==> src/rtl/hc165_reader_if.sv <==
// Bus between the 74HC165 chain reader and its surroundings: scan request,
// serial data from the chain, the '165 control pins and the captured word.
interface hc165_reader_if #(
    parameter int CHAIN_BYTES = 1
);
    localparam int N = 8 * CHAIN_BYTES;

    logic         start;
    logic         q7;
    logic         pl_n;
    logic         cp;
    logic         ce_n;
    logic [N-1:0] data;
    logic         data_vld;
    logic         changed;
    logic         busy;

    // Requesting side plus the '165 chain: issues start, supplies q7.
    modport master (
        output start,
        output q7,
        input  pl_n,
        input  cp,
        input  ce_n,
        input  data,
        input  data_vld,
        input  changed,
        input  busy
    );

    // Reader side: drives the '165 pins and publishes the captured word.
    modport slave (
        input  start,
        input  q7,
        output pl_n,
        output cp,
        output ce_n,
        output data,
        output data_vld,
        output changed,
        output busy
    );
endinterface

==> src/rtl/hc165_reader.sv <==
// Scans a chain of 74HC165 shift registers: parallel-load pulse, then
// 8*CHAIN_BYTES bits shifted in MSB-first, result published with a
// one-cycle valid strobe and a changed flag. All outputs are registered.
module hc165_reader #(
    parameter int CHAIN_BYTES = 1,
    parameter int CLK_DIV     = 25
) (
    input  logic          clk,
    input  logic          rst,
    hc165_reader_if.slave bus
);
    localparam int N  = 8 * CHAIN_BYTES;
    localparam int DW = $clog2(CLK_DIV);
    localparam int BW = $clog2(N);

    typedef enum logic [1:0] {
        IDLE,
        LOAD,
        SHIFT,
        DONE
    } state_t;

    state_t         state_q, state_d;
    logic [DW-1:0]  div_q, div_d;
    logic           phase_q, phase_d;   // LOAD: which half; SHIFT: cp level
    logic [BW-1:0]  bit_q, bit_d;
    logic [N-1:0]   sr_q, sr_d;
    logic [N-1:0]   data_d;
    logic           vld_d;
    logic           chg_d;
    logic           q7_meta, q7_s;
    logic           div_last;

    // Two-flop synchronizer for the asynchronous serial input.
    always_ff @(posedge clk) begin
        if (rst) begin
            q7_meta <= 1'b0;
            q7_s    <= 1'b0;
        end else begin
            q7_meta <= bus.q7;
            q7_s    <= q7_meta;
        end
    end

    assign div_last = (div_q == DW'(CLK_DIV - 1));

    // Next-state, counters, shift register and capture decisions.
    always_comb begin
        state_d = state_q;
        div_d   = div_q + 1'b1;
        phase_d = phase_q;
        bit_d   = bit_q;
        sr_d    = sr_q;
        data_d  = bus.data;
        vld_d   = 1'b0;
        chg_d   = 1'b0;
        case (state_q)
            IDLE: begin
                div_d   = '0;
                phase_d = 1'b0;
                bit_d   = '0;
                if (bus.start) begin
                    state_d = LOAD;
                end
            end
            LOAD: begin
                // Load lasts two divider periods, tracked by phase.
                if (div_last) begin
                    div_d = '0;
                    if (phase_q) begin
                        state_d = SHIFT;
                        phase_d = 1'b0;
                    end else begin
                        phase_d = 1'b1;
                    end
                end
            end
            SHIFT: begin
                if (div_last) begin
                    div_d = '0;
                    if (!phase_q) begin
                        sr_d = {sr_q[N-2:0], q7_s};
                        if (bit_q == BW'(N - 1)) begin
                            // Last bit: no high phase, capture straight away
                            // so data and data_vld appear together in DONE.
                            state_d = DONE;
                            data_d  = sr_d;
                            vld_d   = 1'b1;
                            chg_d   = (sr_d != bus.data);
                        end else begin
                            phase_d = 1'b1;
                        end
                    end else begin
                        phase_d = 1'b0;
                        bit_d   = bit_q + 1'b1;
                    end
                end
            end
            DONE: begin
                div_d   = '0;
                state_d = IDLE;
            end
            default: begin
                div_d   = '0;
                state_d = IDLE;
            end
        endcase
    end

    // State/counter registers and outputs registered from next-state values.
    always_ff @(posedge clk) begin
        if (rst) begin
            state_q      <= IDLE;
            div_q        <= '0;
            phase_q      <= 1'b0;
            bit_q        <= '0;
            sr_q         <= '0;
            bus.pl_n     <= 1'b1;
            bus.cp       <= 1'b0;
            bus.ce_n     <= 1'b1;
            bus.data     <= '0;
            bus.data_vld <= 1'b0;
            bus.changed  <= 1'b0;
            bus.busy     <= 1'b0;
        end else begin
            state_q      <= state_d;
            div_q        <= div_d;
            phase_q      <= phase_d;
            bit_q        <= bit_d;
            sr_q         <= sr_d;
            bus.pl_n     <= (state_d != LOAD);
            bus.cp       <= (state_d == SHIFT) && phase_d;
            bus.ce_n     <= (state_d != SHIFT);
            bus.data     <= data_d;
            bus.data_vld <= vld_d;
            bus.changed  <= chg_d;
            bus.busy     <= (state_d != IDLE);
        end
    end
endmodule

==> src/flat_wrapper.sv <==
// flat-port wrapper written by rule: the top's interface ports become plain ports
module hc165_reader_flat 
#(
    parameter int CHAIN_BYTES = 1,
    parameter int CLK_DIV     = 25
)
  (clk, rst, bus_start, bus_q7, bus_pl_n, bus_cp, bus_ce_n, bus_data, bus_data_vld, bus_changed, bus_busy);
  hc165_reader_if #(.CHAIN_BYTES(CHAIN_BYTES)) bus_i ();
  input  logic clk;
  input  logic rst;
  input wire logic [$bits(bus_i.start)-1:0] bus_start;
  input wire logic [$bits(bus_i.q7)-1:0] bus_q7;
  output wire logic [$bits(bus_i.pl_n)-1:0] bus_pl_n;
  output wire logic [$bits(bus_i.cp)-1:0] bus_cp;
  output wire logic [$bits(bus_i.ce_n)-1:0] bus_ce_n;
  output wire logic [$bits(bus_i.data)-1:0] bus_data;
  output wire logic [$bits(bus_i.data_vld)-1:0] bus_data_vld;
  output wire logic [$bits(bus_i.changed)-1:0] bus_changed;
  output wire logic [$bits(bus_i.busy)-1:0] bus_busy;
  assign bus_i.start = bus_start;
  assign bus_i.q7 = bus_q7;
  assign bus_pl_n = bus_i.pl_n;
  assign bus_cp = bus_i.cp;
  assign bus_ce_n = bus_i.ce_n;
  assign bus_data = bus_i.data;
  assign bus_data_vld = bus_i.data_vld;
  assign bus_changed = bus_i.changed;
  assign bus_busy = bus_i.busy;
  hc165_reader #(.CHAIN_BYTES(CHAIN_BYTES), .CLK_DIV(CLK_DIV)) u_core (.clk(clk), .rst(rst), .bus(bus_i));
endmodule
==> config.mk <==
export PLATFORM = sky130hd
export DESIGN_NAME = hc165_reader_flat
export DESIGN_NICKNAME = d
export VERILOG_FILES = /design/src/rtl/hc165_reader_if.sv /design/src/rtl/hc165_reader.sv /design/src/flat_wrapper.sv
export SDC_FILE = /design/constraint.sdc
export NUM_CORES = 1
export LEC_CHECK = 0
export ABC_CLOCK_PERIOD_IN_PS = 4410
export CAP_MARGIN = 0
export CORE_MARGIN = 10
export CORE_UTILIZATION = 47
export CTS_CLUSTER_DIAMETER = 150
export DETAILED_ROUTE_END_ITERATION = 12
export GPL_ROUTABILITY_DRIVEN = 0
export GPL_TIMING_DRIVEN = 0
export PLACE_DENSITY = 0.69
export SYNTH_ARGS = -nofsm -noshare
export SYNTH_HDL_FRONTEND = slang
export SYNTH_SLANG_ARGS = --single-unit
==> constraint.sdc <==
create_clock -name clk -period 4.41 [get_ports clk]
set_clock_uncertainty 0.1 [all_clocks]
set_input_delay 0.441 -clock clk [delete_from_list [all_inputs] [get_ports clk]]
set_output_delay 0.441 -clock clk [all_outputs]
set_load 0.005 [all_outputs]
==> results.json, run 1 <==
{
  "run_status": "completed",
  "grt_first_pass_wirelength_mm": 5.18,
  "yosys_register_bits": 34,
  "routedWlPerCell_um": 14.7,
  "cts_tree": "built",
  "die_w_um": 75.5,
  "cp.buffers_inverters": 1,
  "syn_nets": 159,
  "total_drc_errors_in_the_routed_layout": 0,
  "final_layout_size_suffix_gt1_share_pct": 9.66,
  "synth_area_leaders": "dfxtp_1, xor2_1, a21oi_1",
  "cp_data_arrival_time_ns": 1.26,
  "placedCellCount": 201,
  "achievable-frequency_mhz": 556,
  "clk-insertion-delay-late_ns": 0.35,
  "globalRouteOverflowTotal": 0,
  "cpPeakStageDelay_ns": 0.53,
  "syn_inst": 151,
  "ctsHoldBuffers": 0,
  "totalNegativeSetupSlack_ns": 0,
  "pwr_density_cell_nw_per_um2": 354,
  "area.growth.synth_to_final_pct": 22.0,
  "grt_setup_unrepaired": "false",
  "fin_crit_sh_pct": 40.8,
  "fp.dieArea_um2": 5700,
  "number_of_nets_at_the_end_of_the_flow": 183,
  "final.min_clock_period_ns": 1.80,
  "most-common-layout-cells": "dfxtp_1, clkdlybuf4s50_1, a21oi_1, nand3_1",
  "synth.top_cell.area_share_pct": 47.0,
  "antenna_cells": 0,
  "critical_path.top_delay_family": "buffers and inverters",
  "final_max_slew_viol_count": 0,
  "synth-seq-area-share_pct": 47.0,
  "synth_flop_type": "dfxtp_1",
  "pin_count_of_the_biggest_net_entering_global_routing": 13,
  "static-leakage-power_nw": 0.665,
  "tritoncts_num_sinks": 34,
  "cpMaxStageDelayCell": "clkdlybuf4s50_1",
  "tightestPinTransition_ns": 0.510,
  "routed-via-count": 1170,
  "path_clk_slew_ns": 0.11,
  "grt_use_total_pct": 11.9,
  "final-hold-violation-count": 0,
  "initial_antenna_violation_count": 0,
  "ctsResizeCount": 0,
  "coreArea_um2": 3000,
  "dp_worst_setup_slack_ns": 2.28,
  "r2r_cells": 6,
  "timing.critical_path.fanout_max": 3,
  "worst_setup_path_start_kind": "register",
  "cp-end-kind": "output port",
  "die_y_um": 75.5,
  "floorplan.io_pins": 18,
  "layoutNonFillerInstCount": 209,
  "synth.avg_cell_area_um2": 9.59,
  "htree_num_levels": 2,
  "numPortBuffers": 17,
  "worst_hold_path.num_cells": 1,
  "irDropWorstVdd_mv": 0.197,
  "layout_commonest_cell": "dfxtp_1",
  "postCtsSetupRepairBufs": 0,
  "synth_cell_types": 34,
  "cts-root-to-sink-buffers": 2,
  "worstPathCellList": "clkdlybuf4s50_1",
  "synth_enable_flop_cells": 0,
  "worstPathRequired_ns": 3.87,
  "first_pass_iteration_count_of_the_detailed_router": 4,
  "postRouteWirelength_mm": 3.07,
  "grt_pass1_vias": 1110,
  "synth.largest_area_cell": "dfxtp_1",
  "worst-setup-path-type": "reg -> out",
  "dp.final_hpwl_mm": 2.20,
  "finalSetupViolCount": 0,
  "timing.hold.worst.class": "reg -> reg",
  "synth-warning-count": 0,
  "ant_nets_after_route": 0,
  "timing.critical_path.depth": 1,
  "rows": 20,
  "cts_root_buf": "clkbuf_4",
  "synth-async-reset-ratio_pct": 0,
  "synth.cell_area_um2": 1450,
  "max_slew_margin_pct": 66.0,
  "drt-vias-per-instance": 5.60,
  "detail_route.iter0.violations": 65,
  "post_route_worst_setup_slack_ns": 2.61,
  "cap_viol_max_count": 0,
  "initial_utilization_pct": 48.2,
  "numCtsBuffers": 5
}
-- cells in the mapped netlist, drive strengths merged (2+ instances only) --
library cell and number:
nand3 12, nor3 2, a21oi 14, o21ai 10
buf 6, xor2 10, nand2 9, nand2b 2
inv 5, nor4 2, a211oi 2, dfxtp 34
clkbuf 2, nand4 2, nor2b 4, mux2i 7
nor2 6, ha 4, o221ai 3, or4 2
-- final cells by class --
cell class | count | area (µm²)
plain buffers | 8 | 37.5
multi-input cells | 103 | 707
repair buffers | 17 | 170
clock inverters | 3 | 68.8
flip-flops and latches | 34 | 681
fillers | 270 | 1240
clock buffers | 5 | 37.5
inverters | 6 | 22.5
well taps | 33 | 41.3
-- state kept, by name (all words and copies together), names as in the netlist --
register             cells
u_core.bus.data          8
u_core.sr_q              7
u_core.div_q             5
u_core.bit_q             3
u_core.state_q           2
u_core.bus.busy          1
u_core.bus.ce_n          1
u_core.bus.changed       1
u_core.bus.cp            1
u_core.bus.data_vld      1
u_core.bus.pl_n          1
u_core.phase_q           1
u_core.q7_meta           1
u_core.q7_s              1
-- kinds of logic (layout without fill, tap and decap cells) --
logic type | Yosys count | in the layout | share of synthesized area, %
and+or+nand+nor | 48 | 48 | 20.3
DFF | 34 | 34 | 47.0
AOI/OAI and AO/OA | 33 | 33 | 13.6
buffers and inverters | 14 | 39 | 4.15
xor gates and xnor gates | 11 | 11 | 6.65
muxes | 7 | 7 | 4.84
adders and majority gates | 4 | 4 | 3.46
-- metrics by stage --
step | area (µm²) | hold slack [ns] | total power [mW] | utilization [%]
6_report | 1770 | 0.360 | 0.625 | 58.8
2_1_floorplan | 1450 | 0.314 | 0.331 | -
3_3_place_gp | 1660 | 0.324 | 0.340 | 55.3
5_1_grt | 1770 | 0.375 | 0.645 | 58.8
4_1_cts | 1770 | 0.360 | 0.628 | 58.8
3_5_place_dp | 1660 | 0.325 | 0.341 | 55.3
-- power breakdown --
group	internal, mW	switching, mW	total [mW]	leakage [nW]
Sequential	0.310	0.00223	0.313	0.275
Clock	0.177	0.114	0.291	0.0554
Combinational	0.00940	0.0116	0.0210	0.334
-- layer usage --
metal	vias to the layer above	wire length [µm]	track usage [%]	share of wire, %
met5	-	0	0	0
met4	0	61	4.95	2.0
met3	7	197	5.08	6.4
met2	29	1400	19.1	46
met1	544	1400	13.7	46
li1	590	-	-	-
-- worst paths after layout --
path,from,to,slack (ns)
setup / recovery,u_core.bus.data[0]$_SDFFE_PP0P_,bus_data[0],2.61
hold / removal,u_core.q7_meta$_SDFF_PP0_,u_core.q7_s$_SDFF_PP0_,0.36
setup reg to reg,u_core.bit_q[0]$_SDFFE_PP0P_,u_core.bus.changed$_SDFF_PP0_,2.65
hold reg to reg,u_core.q7_meta$_SDFF_PP0_,u_core.q7_s$_SDFF_PP0_,0.36
Power figures use the tool's default switching activity.
==> inputs of run 2 (changes only) <==
Settings changed: ABC_CLOCK_PERIOD_IN_PS 4410 to 1700.
Clock period 4.41 ns to 1.7 ns, I/O delays scaled along.
==> run 2 against run 1 <==
Design area up 5.2%. Core utilization increased by 3.1 points. Largest cell class unchanged. First-iteration DRC count decreased by 3.1%. Sequential power grew to 2.6 times the previous value. Die area unchanged. Register-to-register slack lost 2.6 ns. Clock power rose to 2.6 times the previous value. Sequential cell count stayed put. Global-route usage barely moved. Power grew to 2.6 times the previous value. Worst setup slack worse by 2.5 ns.
==> results.json, run 2 (synthesis gave the netlist of run 1 again) <==
{
  "postRouteWirelength_mm": 3.29,
  "internal_power_mw": 1.29,
  "post_route_worst_setup_slack_ns": 0.0617,
  "total_power_mw": 1.63,
  "total_drc_errors_in_the_routed_layout": 0,
  "run_status": "completed",
  "grt_first_pass_wirelength_mm": 5.18,
  "final.hold.worst_slack_ns": 0.261,
  "placedCellCount": 201,
  "die_w_um": 75.5,
  "n_fill_cell": 262,
  "worst-setup-path-type": "reg -> reg",
  "fin_crit_sh_pct": 96.4,
  "cap_viol_max_count": 0,
  "pwr_density_cell_nw_per_um2": 878,
  "cp.buffers_inverters": 1,
  "pin_count_of_the_biggest_net_entering_global_routing": 13,
  "tightestPinTransition_ns": 0.506,
  "detail_route.iter0.violations": 63,
  "rows": 20,
  "final_max_slew_viol_count": 0,
  "max_slew_margin_pct": 66.3,
  "largest_register_ffs": 8,
  "area.growth.synth_to_final_pct": 28.3,
  "timing.critical_path.fanout_max": 5,
  "final_layout_size_suffix_gt1_share_pct": 17.0,
  "achievable-frequency_mhz": 610,
  "power.combinational.fraction_pct": 3.6,
  "largestRegisters": "u_core.bus.data (8), u_core.sr_q (7), u_core.div_q (5)",
  "irDropWorstVdd_mv": 0.511,
  "cpMaxStageDelayCell": "or4_4",
  "p_sw_share_pct": 20.7,
  "numCtsBuffers": 5,
  "initial_utilization_pct": 48.2,
  "finalSetupViolCount": 0,
  "tritoncts_num_sinks": 34,
  "grt_use_total_pct": 11.9,
  "worstPathRequired_ns": 1.84,
  "worst_setup_path_start_kind": "register",
  "seq_power_share_pct": 49.8,
  "grt_pass1_vias": 1123,
  "fp.dieArea_um2": 5700,
  "cp-end-kind": "register",
  "timing.hold.worst.class": "in -> reg",
  "registers.top_by_ff_count": "u_core.bus.data",
  "coreArea_um2": 3000,
  "routed-via-count": 1226,
  "cp_data_arrival_time_ns": 1.78,
  "layoutNonFillerInstCount": 215,
  "cpPeakStageDelay_ns": 0.40,
  "most-common-layout-cells": "dfxtp_1, clkdlybuf4s50_1, a21oi_1, nand3_1",
  "routedWlPerCell_um": 15.3,
  "final-hold-violation-count": 0,
  "power.clock.fraction_pct": 46.6,
  "number_of_nets_at_the_end_of_the_flow": 189,
  "dp_worst_setup_slack_ns": -0.162,
  "cts-root-to-sink-buffers": 2,
  "path_clk_slew_ns": 0.11,
  "fin_util_pct": 61.9,
  "clk-insertion-delay-late_ns": 0.36,
  "ctsHoldBuffers": 0,
  "htree_num_levels": 2,
  "first_pass_iteration_count_of_the_detailed_router": 4,
  "floorplan.io_pins": 18,
  "die_y_um": 75.5,
  "dp.final_hpwl_mm": 2.20,
  "layout_commonest_cell": "dfxtp_1",
  "globalRouteOverflowTotal": 0,
  "initial_antenna_violation_count": 0,
  "power.switching_mw": 0.338,
  "cts_tree": "built",
  "final.min_clock_period_ns": 1.64,
  "antenna_cells": 0,
  "critical_path.top_delay_family": "simple AND/OR/NAND/NOR gates",
  "static-leakage-power_nw": 0.695,
  "worstPathCellList": "inv_1, ha_2, and4b_4, and3_4, or4_4",
  "cts_root_buf": "clkbuf_4",
  "numPortBuffers": 17,
  "drt-vias-per-instance": 5.70,
  "ant_nets_after_route": 0
}
==> run 2: worst paths after layout <==
kind	from	end	slack, ns	depth (start not counted)
worst max register to register	u_core.div_q[0]$_SDFF_PP0_	u_core.bus.pl_n$_SDFF_PP1_	0.06	5
worst max-delay path	u_core.div_q[0]$_SDFF_PP0_	u_core.bus.pl_n$_SDFF_PP1_	0.06	5
worst min-delay path	bus_q7	u_core.q7_meta$_SDFF_PP0_	0.26	2
worst min register to register	u_core.q7_meta$_SDFF_PP0_	u_core.q7_s$_SDFF_PP0_	0.36	1
==> run 2: repair_timing <==
action,in CTS,in global routing
pin swaps,0,2
setup endpoints to repair,3,26
cloned,0,1
gates resized for setup,4,9
setup buffers,0,5
==> run 2: cell type report <==
| type | instances | area, µm² | share of cell area (%) |
|---|---|---|---|
| inverter | 6 | 22.5 | 1.21 |
| buffer | 8 | 42.5 | 2.29 |
| sequential | 34 | 684 | 36.8 |
| multi-input combinational | 103 | 736 | 39.6 |
| clock buffer | 5 | 37.5 | 2.02 |
| clock inverter | 3 | 68.8 | 3.70 |
| tap | 33 | 41.3 | 2.22 |
| timing repair buffer | 23 | 225 | 12.1 |
==> run 2: stage by stage <==
stage | setup TNS (ns) | area [µm²]
floorplan | 0 | 1450
global placement | -1.48 | 1660
detailed placement | -1.50 | 1660
CTS | 0 | 1780
global route | -0.0343 | 1860
finish | 0 | 1860
==> run 2: metal layers <==
layer | global-route usage (%) | share of wire, %
met5 | 0 | 0
met4 | 4.95 | 1.5
met3 | 5.08 | 5.2
met2 | 19.2 | 47
met1 | 13.6 | 46
==> run 2: power by group through the flow <==
| stage | registers (mW) | clock network [mW] | logic [mW] |
|---|---|---|---|
| 2_1_floorplan | 0.829 | 0 | 0.0304 |
| 3_5_place_dp | 0.830 | 0 | 0.0542 |
| 3_3_place_gp | 0.829 | 0 | 0.0538 |
| 6_report | 0.813 | 0.760 | 0.0590 |
| 4_1_cts | 0.812 | 0.764 | 0.0551 |
| 5_1_grt | 0.815 | 0.798 | 0.0652 |
==> run 2: worst register-to-register path, cell delays in order (launching register included) <==
cell     delay, ns
dfxtp_2       0.37
inv_1         0.05
ha_2          0.20
and4b_4       0.23
and3_4        0.18
or4_4         0.40
